--- src/rtl/reset_seq_pkg.sv ---
`timescale 1ns/1ps
`default_nettype none
// ============================================================================
// Module      : reset_seq_pkg
// Description : Shared types and defaults for the staged reset sequencer.
// Revision    : 1.0 - initial release
// ============================================================================
package reset_seq_pkg;

    // Sequencer states; all four encodings are used, and the decoder still
    // falls back to ST_ASSERT for anything unexpected.
    typedef enum logic [1:0] {
        ST_ASSERT = 2'd0,
        ST_HOLD   = 2'd1,
        ST_STAGE  = 2'd2,
        ST_RUN    = 2'd3
    } seq_state_e;

    localparam int DEFAULT_HOLD_CYCLES = 16;
    localparam int DEFAULT_STAGE_GAP   = 4;

    // Larger of two integers; used to size the shared hold/gap timer.
    function automatic int max_int(input int a, input int b);
        return (a > b) ? a : b;
    endfunction

endpackage
`default_nettype wire

--- src/rtl/reset_event_counter.sv ---
`timescale 1ns/1ps
`default_nettype none
// ============================================================================
// Module      : reset_event_counter
// Description : Rising-edge detector on the reset request plus a saturating
//               event counter for debug readout.
// Revision    : 1.0 - initial release
// ============================================================================
module reset_event_counter #(
    parameter int CNT_W = 8
) (
    input  logic             clk,
    input  logic             rst_n,
    input  logic             req,
    output logic [CNT_W-1:0] count
);

    localparam logic [CNT_W-1:0] CNT_MAX = '1;

    logic             req_prev_q;
    logic             req_prev_d;
    logic [CNT_W-1:0] count_q;
    logic [CNT_W-1:0] count_d;

    // Count only new rising edges of req, and stick at all-ones.
    always_comb begin
        req_prev_d = req;
        count_d    = count_q;
        if (req && !req_prev_q && (count_q != CNT_MAX)) begin
            count_d = count_q + 1'b1;
        end
    end

    // Edge-history and count registers, cleared asynchronously.
    always_ff @(posedge clk or negedge rst_n) begin
        if (!rst_n) begin
            req_prev_q <= 1'b0;
            count_q    <= '0;
        end else begin
            req_prev_q <= req_prev_d;
            count_q    <= count_d;
        end
    end

    assign count = count_q;

endmodule
`default_nettype wire

--- src/rtl/reset_sequencer.sv ---
`timescale 1ns/1ps
`default_nettype none
// ============================================================================
// Module      : reset_sequencer
// Description : Turns a clk-aligned reset request into a staged release:
//               core leaves reset first, UART after a fixed gap, then ready.
//               Also exposes a saturating count of reset requests.
// Revision    : 1.0 - initial release
// ============================================================================
module reset_sequencer
    import reset_seq_pkg::*;
#(
    parameter int HOLD_CYCLES = DEFAULT_HOLD_CYCLES,
    parameter int STAGE_GAP   = DEFAULT_STAGE_GAP,
    parameter int CNT_W       = 8
) (
    input  logic             clk,
    input  logic             rst_n,
    input  logic             reset_req,
    output logic             core_reset,
    output logic             uart_reset,
    output logic             ready,
    output logic             busy,
    output logic [CNT_W-1:0] reset_count
);

    localparam int TMR_MAX = max_int(HOLD_CYCLES, STAGE_GAP);
    localparam int TMR_W   = $clog2(TMR_MAX + 1);

    localparam logic [TMR_W-1:0] HOLD_LAST  = TMR_W'(HOLD_CYCLES - 1);
    localparam logic [TMR_W-1:0] STAGE_LAST = TMR_W'(STAGE_GAP - 1);

    seq_state_e       state_q;
    seq_state_e       state_d;
    logic [TMR_W-1:0] timer_q;
    logic [TMR_W-1:0] timer_d;
    logic             core_reset_q;
    logic             core_reset_d;
    logic             uart_reset_q;
    logic             uart_reset_d;
    logic             ready_q;
    logic             ready_d;
    logic             busy_q;
    logic             busy_d;

    // Next state and timer; a request always wins over a terminal count.
    always_comb begin
        state_d = state_q;
        timer_d = timer_q;
        case (state_q)
            ST_ASSERT: begin
                timer_d = '0;
                if (!reset_req) begin
                    state_d = ST_HOLD;
                end
            end
            ST_HOLD: begin
                if (reset_req) begin
                    state_d = ST_ASSERT;
                    timer_d = '0;
                end else if (timer_q == HOLD_LAST) begin
                    state_d = ST_STAGE;
                    timer_d = '0;
                end else begin
                    timer_d = timer_q + 1'b1;
                end
            end
            ST_STAGE: begin
                if (reset_req) begin
                    state_d = ST_ASSERT;
                    timer_d = '0;
                end else if (timer_q == STAGE_LAST) begin
                    state_d = ST_RUN;
                    timer_d = '0;
                end else begin
                    timer_d = timer_q + 1'b1;
                end
            end
            ST_RUN: begin
                timer_d = '0;
                if (reset_req) begin
                    state_d = ST_ASSERT;
                end
            end
            default: begin
                state_d = ST_ASSERT;
                timer_d = '0;
            end
        endcase

        // Outputs are decoded from the next state and registered, so they
        // change exactly with the state register and never glitch.
        core_reset_d = (state_d == ST_ASSERT) || (state_d == ST_HOLD);
        uart_reset_d = (state_d != ST_RUN);
        ready_d      = (state_d == ST_RUN);
        busy_d       = (state_d != ST_RUN);
    end

    // State, timer and output registers; async reset forces full reset.
    always_ff @(posedge clk or negedge rst_n) begin
        if (!rst_n) begin
            state_q      <= ST_ASSERT;
            timer_q      <= '0;
            core_reset_q <= 1'b1;
            uart_reset_q <= 1'b1;
            ready_q      <= 1'b0;
            busy_q       <= 1'b1;
        end else begin
            state_q      <= state_d;
            timer_q      <= timer_d;
            core_reset_q <= core_reset_d;
            uart_reset_q <= uart_reset_d;
            ready_q      <= ready_d;
            busy_q       <= busy_d;
        end
    end

    assign core_reset = core_reset_q;
    assign uart_reset = uart_reset_q;
    assign ready      = ready_q;
    assign busy       = busy_q;

    reset_event_counter #(
        .CNT_W (CNT_W)
    ) u_event_counter (
        .clk   (clk),
        .rst_n (rst_n),
        .req   (reset_req),
        .count (reset_count)
    );

endmodule
`default_nettype wire

--- config.mk ---
export PLATFORM = sky130hd
export DESIGN_NAME = reset_sequencer
export DESIGN_NICKNAME = d
export VERILOG_FILES = /design/src/rtl/reset_seq_pkg.sv /design/src/rtl/reset_event_counter.sv /design/src/rtl/reset_sequencer.sv
export SDC_FILE = /design/constraint.sdc
export NUM_CORES = 1
export LEC_CHECK = 0
export ABC_AREA = 1
export CAP_MARGIN = 5
export CORE_MARGIN = 5
export CORE_UTILIZATION = 45
export CTS_CLUSTER_DIAMETER = 50
export DETAILED_ROUTE_END_ITERATION = 16
export PLACE_DENSITY = 0.67
export REMOVE_ABC_BUFFERS = 1
export SLEW_MARGIN = 20
export SYNTH_ARGS = -nofsm -noshare
export SYNTH_HDL_FRONTEND = slang
export SYNTH_HIERARCHICAL = 1
export SYNTH_SLANG_ARGS = --single-unit
export TNS_END_PERCENT = 5
--- constraint.sdc ---
create_clock -name clk -period 1.4 [get_ports clk]
set_input_delay 0.42 -clock clk [delete_from_list [all_inputs] [get_ports clk]]
set_output_delay 0.42 -clock clk [all_outputs]
set_load 0.01 [all_outputs]
==> results.py <==
metrics = {
    "setup_path": {
        "critical_path.endpoint_type": "output pin",
        "r2r_cells": 7,
        "critPathTopFamily": "flip-flops",
        "cpPeakStageDelay_ps": 540,
        "timing.critical_path.from_type": "flip-flop",
        "crit_buf_inv": 1,
        "rr_startpoint": "timer_q[0]$_DFF_PN0_",
        "reg2reg_to": "state_q[1]$_DFF_PN0_",
        "worst_ep_required_time_ps": 980,
        "slowest_stage": "sky130_fd_sc_hd__dfstp_2",
        "cp_max_fo": 2,
        "worstSetupPathType": "reg2out",
        "rrSetupSlack_ps": 90,
        "crit_arrival_ps": 940,
        "timing.critical_path.cells": "buf_2",
    },
    "job": {
        "max-cap-violations": 0,
    },
    "floorplan": {
        "die-width_microns": 59.6,
        "ios": 15,
        "initial_core_util": 0.460,
        "die_y_microns": 59.6,
        "die_area_sq_mm": 0.00355,
        "rows": 18,
        "core_sq_mm": 0.00241,
    },
    "sta": {
        "fin_crit_sh": 0.971,
        "clock.fmax_mhz": 735,
        "timing_worst_slew_pin_value_ps": 429,
        "final.min_clock_period_ps": 1360,
        "grt_setup_unrepaired": "yes",
        "final_hold_viols": 0,
        "setup_viol": 0,
        "slew-limit-headroom": 0.714,
        "finalMaxSlewViolations": 0,
        "clock_skew_ps": 8.24,
        "post-route-worst-setup-slack_ps": 40.3,
    },
    "clock_tree": {
        "clock_tree.htree_level_count": 1,
        "clk_latency_ps": 290,
        "path_clk_slew_ps": 110,
        "cts.sinks": 19,
        "clockBufferDepth": 2,
        "root_driver": "sky130_fd_sc_hd__clkbuf_4",
        "cts_tree": "built",
        "tritoncts.num_buffers": 3,
    },
    "power": {
        "power.ir.vdd_worst_v": 0.000803,
        "cellPowerDensity_mw_per_mm2": 1050,
        "leakagePower_nw": 0.702,
    },
    "final_layout": {
        "seqCellArea_sq_um": 478,
        "fin_nets": 175,
        "utilization": 0.601,
        "drive_gt1_frac": 0.335,
        "diodes": 0,
        "multiInputGateArea_sq_um": 569,
        "fillCellCount": 202,
        "syn_to_final_growth_pct": 30.8,
        "stdcell_count": 197,
    },
    "placement": {
        "detailedPlacementHpwl_mm": 1.69,
        "place_ws_ps": -190,
        "port-buffer-count": 14,
        "place_congestion": 0.829,
        "placedCellCount": 192,
    },
    "drt": {
        "vias_per_cell": 4.74,
        "drt-total-wl_mm": 2.17,
        "detail_route.drc_violations": 0,
        "dr_total_vias": 934,
        "detailedRoute.firstPassIterationCount": 4,
        "routed_wire_length_per_instance_microns": 11.0,
        "detailedRoute.firstIterationViolations": 15,
        "drtAntennaViolNets": 0,
    },
    "global_route": {
        "grt_util_all_layers": 0.144,
        "grt_pass1_wl_mm": 3.87,
        "grt_start_max_net_pins": 20,
        "grt_overflow": 0,
        "grt_pass1_vias": 940,
        "grt_antenna_before_repair": 0,
    },
    "synthesis": {
        "synthesis.area_per_instance_sq_um": 8.26,
        "synthesis.area_sq_mm": 0.00111,
        "synth-seq-area-share": 0.432,
        "ys_ff_latch": 19,
        "yosysWarningCount": 6,
        "synth_cells": 134,
        "synth.lib_cells_used.distinct": 26,
    },
    "outcome": {
        "result_of_the_run": "finished, final reports clean",
    },
    "hold_path": {
        "worst_min_delay_path_category": "in2async",
    },
}
repair_timing:
item,4_1_cts,5_1_grt
endpoints found under the setup margin,18,19
cloned,0,0
buffers inserted,1,0
gates resized for setup,26,16
hold buffers,0,0
flip-flops by register name, summed over array words and instances (netlist names):
| signal | cells |
|---|---|
| busy | 1 |
| state_q | 2 |
| u_event_counter/req_prev_q | 1 |
| ready | 1 |
| timer_q | 5 |
| core_reset | 1 |
| u_event_counter/count | 8 |
stage by stage:
| step | area (sq um) | hold slack (ps) | total power, mW | setup TNS [ps] |
|---|---|---|---|---|
| floorplan | 1080 | 124 | 0.969 | -14.1 |
| global placement | 1400 | 507 | 1.25 | -1710 |
| detailed placement | 1400 | 521 | 1.27 | -2160 |
| CTS | 1440 | 448 | 1.54 | -238 |
| global route | 1450 | 459 | 1.65 | -35.2 |
| finish | 1450 | 453 | 1.52 | 0 |
power by group:
group	switching, mW	internal, mW	total (mW)
registers	0.0470	0.618	0.665
clock network	0.158	0.111	0.269
logic	0.308	0.283	0.591
total	0.513	1.01	1.52
how the worst max path moves through the flow:
| stage | start | to | slack [ps] | depth (start not counted) |
|---|---|---|---|---|
| 2_1_floorplan | timer_q[0]$_DFF_PN0_ | timer_q[0]$_DFF_PN0_ | -5 | 7 |
| 3_3_place_gp | reset_req | u_event_counter/count[6]$_DFFE_PN0P_ | -160 | 6 |
| 3_5_place_dp | reset_req | u_event_counter/count[6]$_DFFE_PN0P_ | -190 | 6 |
| 4_1_cts | busy$_DFF_PN1_ | uart_reset | -120 | 1 |
| 5_1_grt | busy$_DFF_PN1_ | uart_reset | -10 | 1 |
| 6_report | busy$_DFF_PN1_ | uart_reset | 40 | 1 |
cell type report:
cell class | instances | area share
Tap cell | 30 | 0.0259
Inverter | 19 | 0.0509
Clock buffer | 4 | 0.0181
Sequential cell | 19 | 0.330
Multi-Input combinational cell | 93 | 0.393
Timing Repair Buffer | 32 | 0.182
kinds of logic (layout without fill, tap and decap cells):
logic type               after synthesis  in the layout  synth area share
AND/OR/NAND/NOR                       79             79             0.375
XOR/XNOR                               2              2            0.0158
AO/OA/AOI/OAI                          8              8            0.0418
flip-flops                            19             19             0.432
adder cells (fa/ha/maj)                4              4            0.0452
buffers and inverters                 22             55            0.0904
placed cells by master, fill, tap and decap left out, drive strengths merged:
| master | instances |
|---|---|
| nand3 | 15 |
| clkbuf | 6 |
| nand3b | 1 |
| xnor2 | 1 |
| a21oi | 1 |
| xor2 | 1 |
| clkdlybuf4s15 | 6 |
| dlymetal6s2s | 1 |
| nor2 | 18 |
| dlygate4sd2 | 1 |
| dfrtp | 17 |
| ha | 4 |
| dfstp | 2 |
| clkdlybuf4s50 | 1 |
| buf | 21 |
| o21ai | 6 |
| nand4 | 5 |
| nand2 | 40 |
| o211ai | 1 |
| inv | 19 |
layer usage:
layer	part of all wire	up-vias	track usage
li1	-	486	-
met1	0.42	421	0.165
met2	0.52	21	0.250
met3	0.036	6	0.0218
met4	0.023	0	0.0854
met5	0	-	0
synthesized netlist by cell type:
library cell,number,share of area
sky130_fd_sc_hd__inv_2,4,0.014
sky130_fd_sc_hd__nor2_4,4,0.041
sky130_fd_sc_hd__o21ai_2,1,0.0079
sky130_fd_sc_hd__nand2_4,2,0.020
sky130_fd_sc_hd__o21ai_1,4,0.018
sky130_fd_sc_hd__dfrtp_1,17,0.38
sky130_fd_sc_hd__nor2_2,4,0.023
sky130_fd_sc_hd__nand2_1,35,0.12
sky130_fd_sc_hd__xnor2_1,1,0.0079
sky130_fd_sc_hd__nand3_2,1,0.0090
sky130_fd_sc_hd__inv_4,1,0.0057
sky130_fd_sc_hd__nand2_2,3,0.017
sky130_fd_sc_hd__inv_1,14,0.047
sky130_fd_sc_hd__xor2_1,1,0.0079
sky130_fd_sc_hd__nor2_1,9,0.031
sky130_fd_sc_hd__nand3b_1,1,0.0068
sky130_fd_sc_hd__o211ai_1,1,0.0068
sky130_fd_sc_hd__buf_4,2,0.014
sky130_fd_sc_hd__ha_1,4,0.045
sky130_fd_sc_hd__a21oi_1,1,0.0045
sky130_fd_sc_hd__nand3_1,14,0.063
sky130_fd_sc_hd__nor2_8,1,0.018
sky130_fd_sc_hd__buf_6,1,0.010
sky130_fd_sc_hd__o21ai_0,1,0.0045
sky130_fd_sc_hd__nand4_1,5,0.028
sky130_fd_sc_hd__dfstp_2,2,0.047
Note: power is estimated with default switching activity, not from simulation.
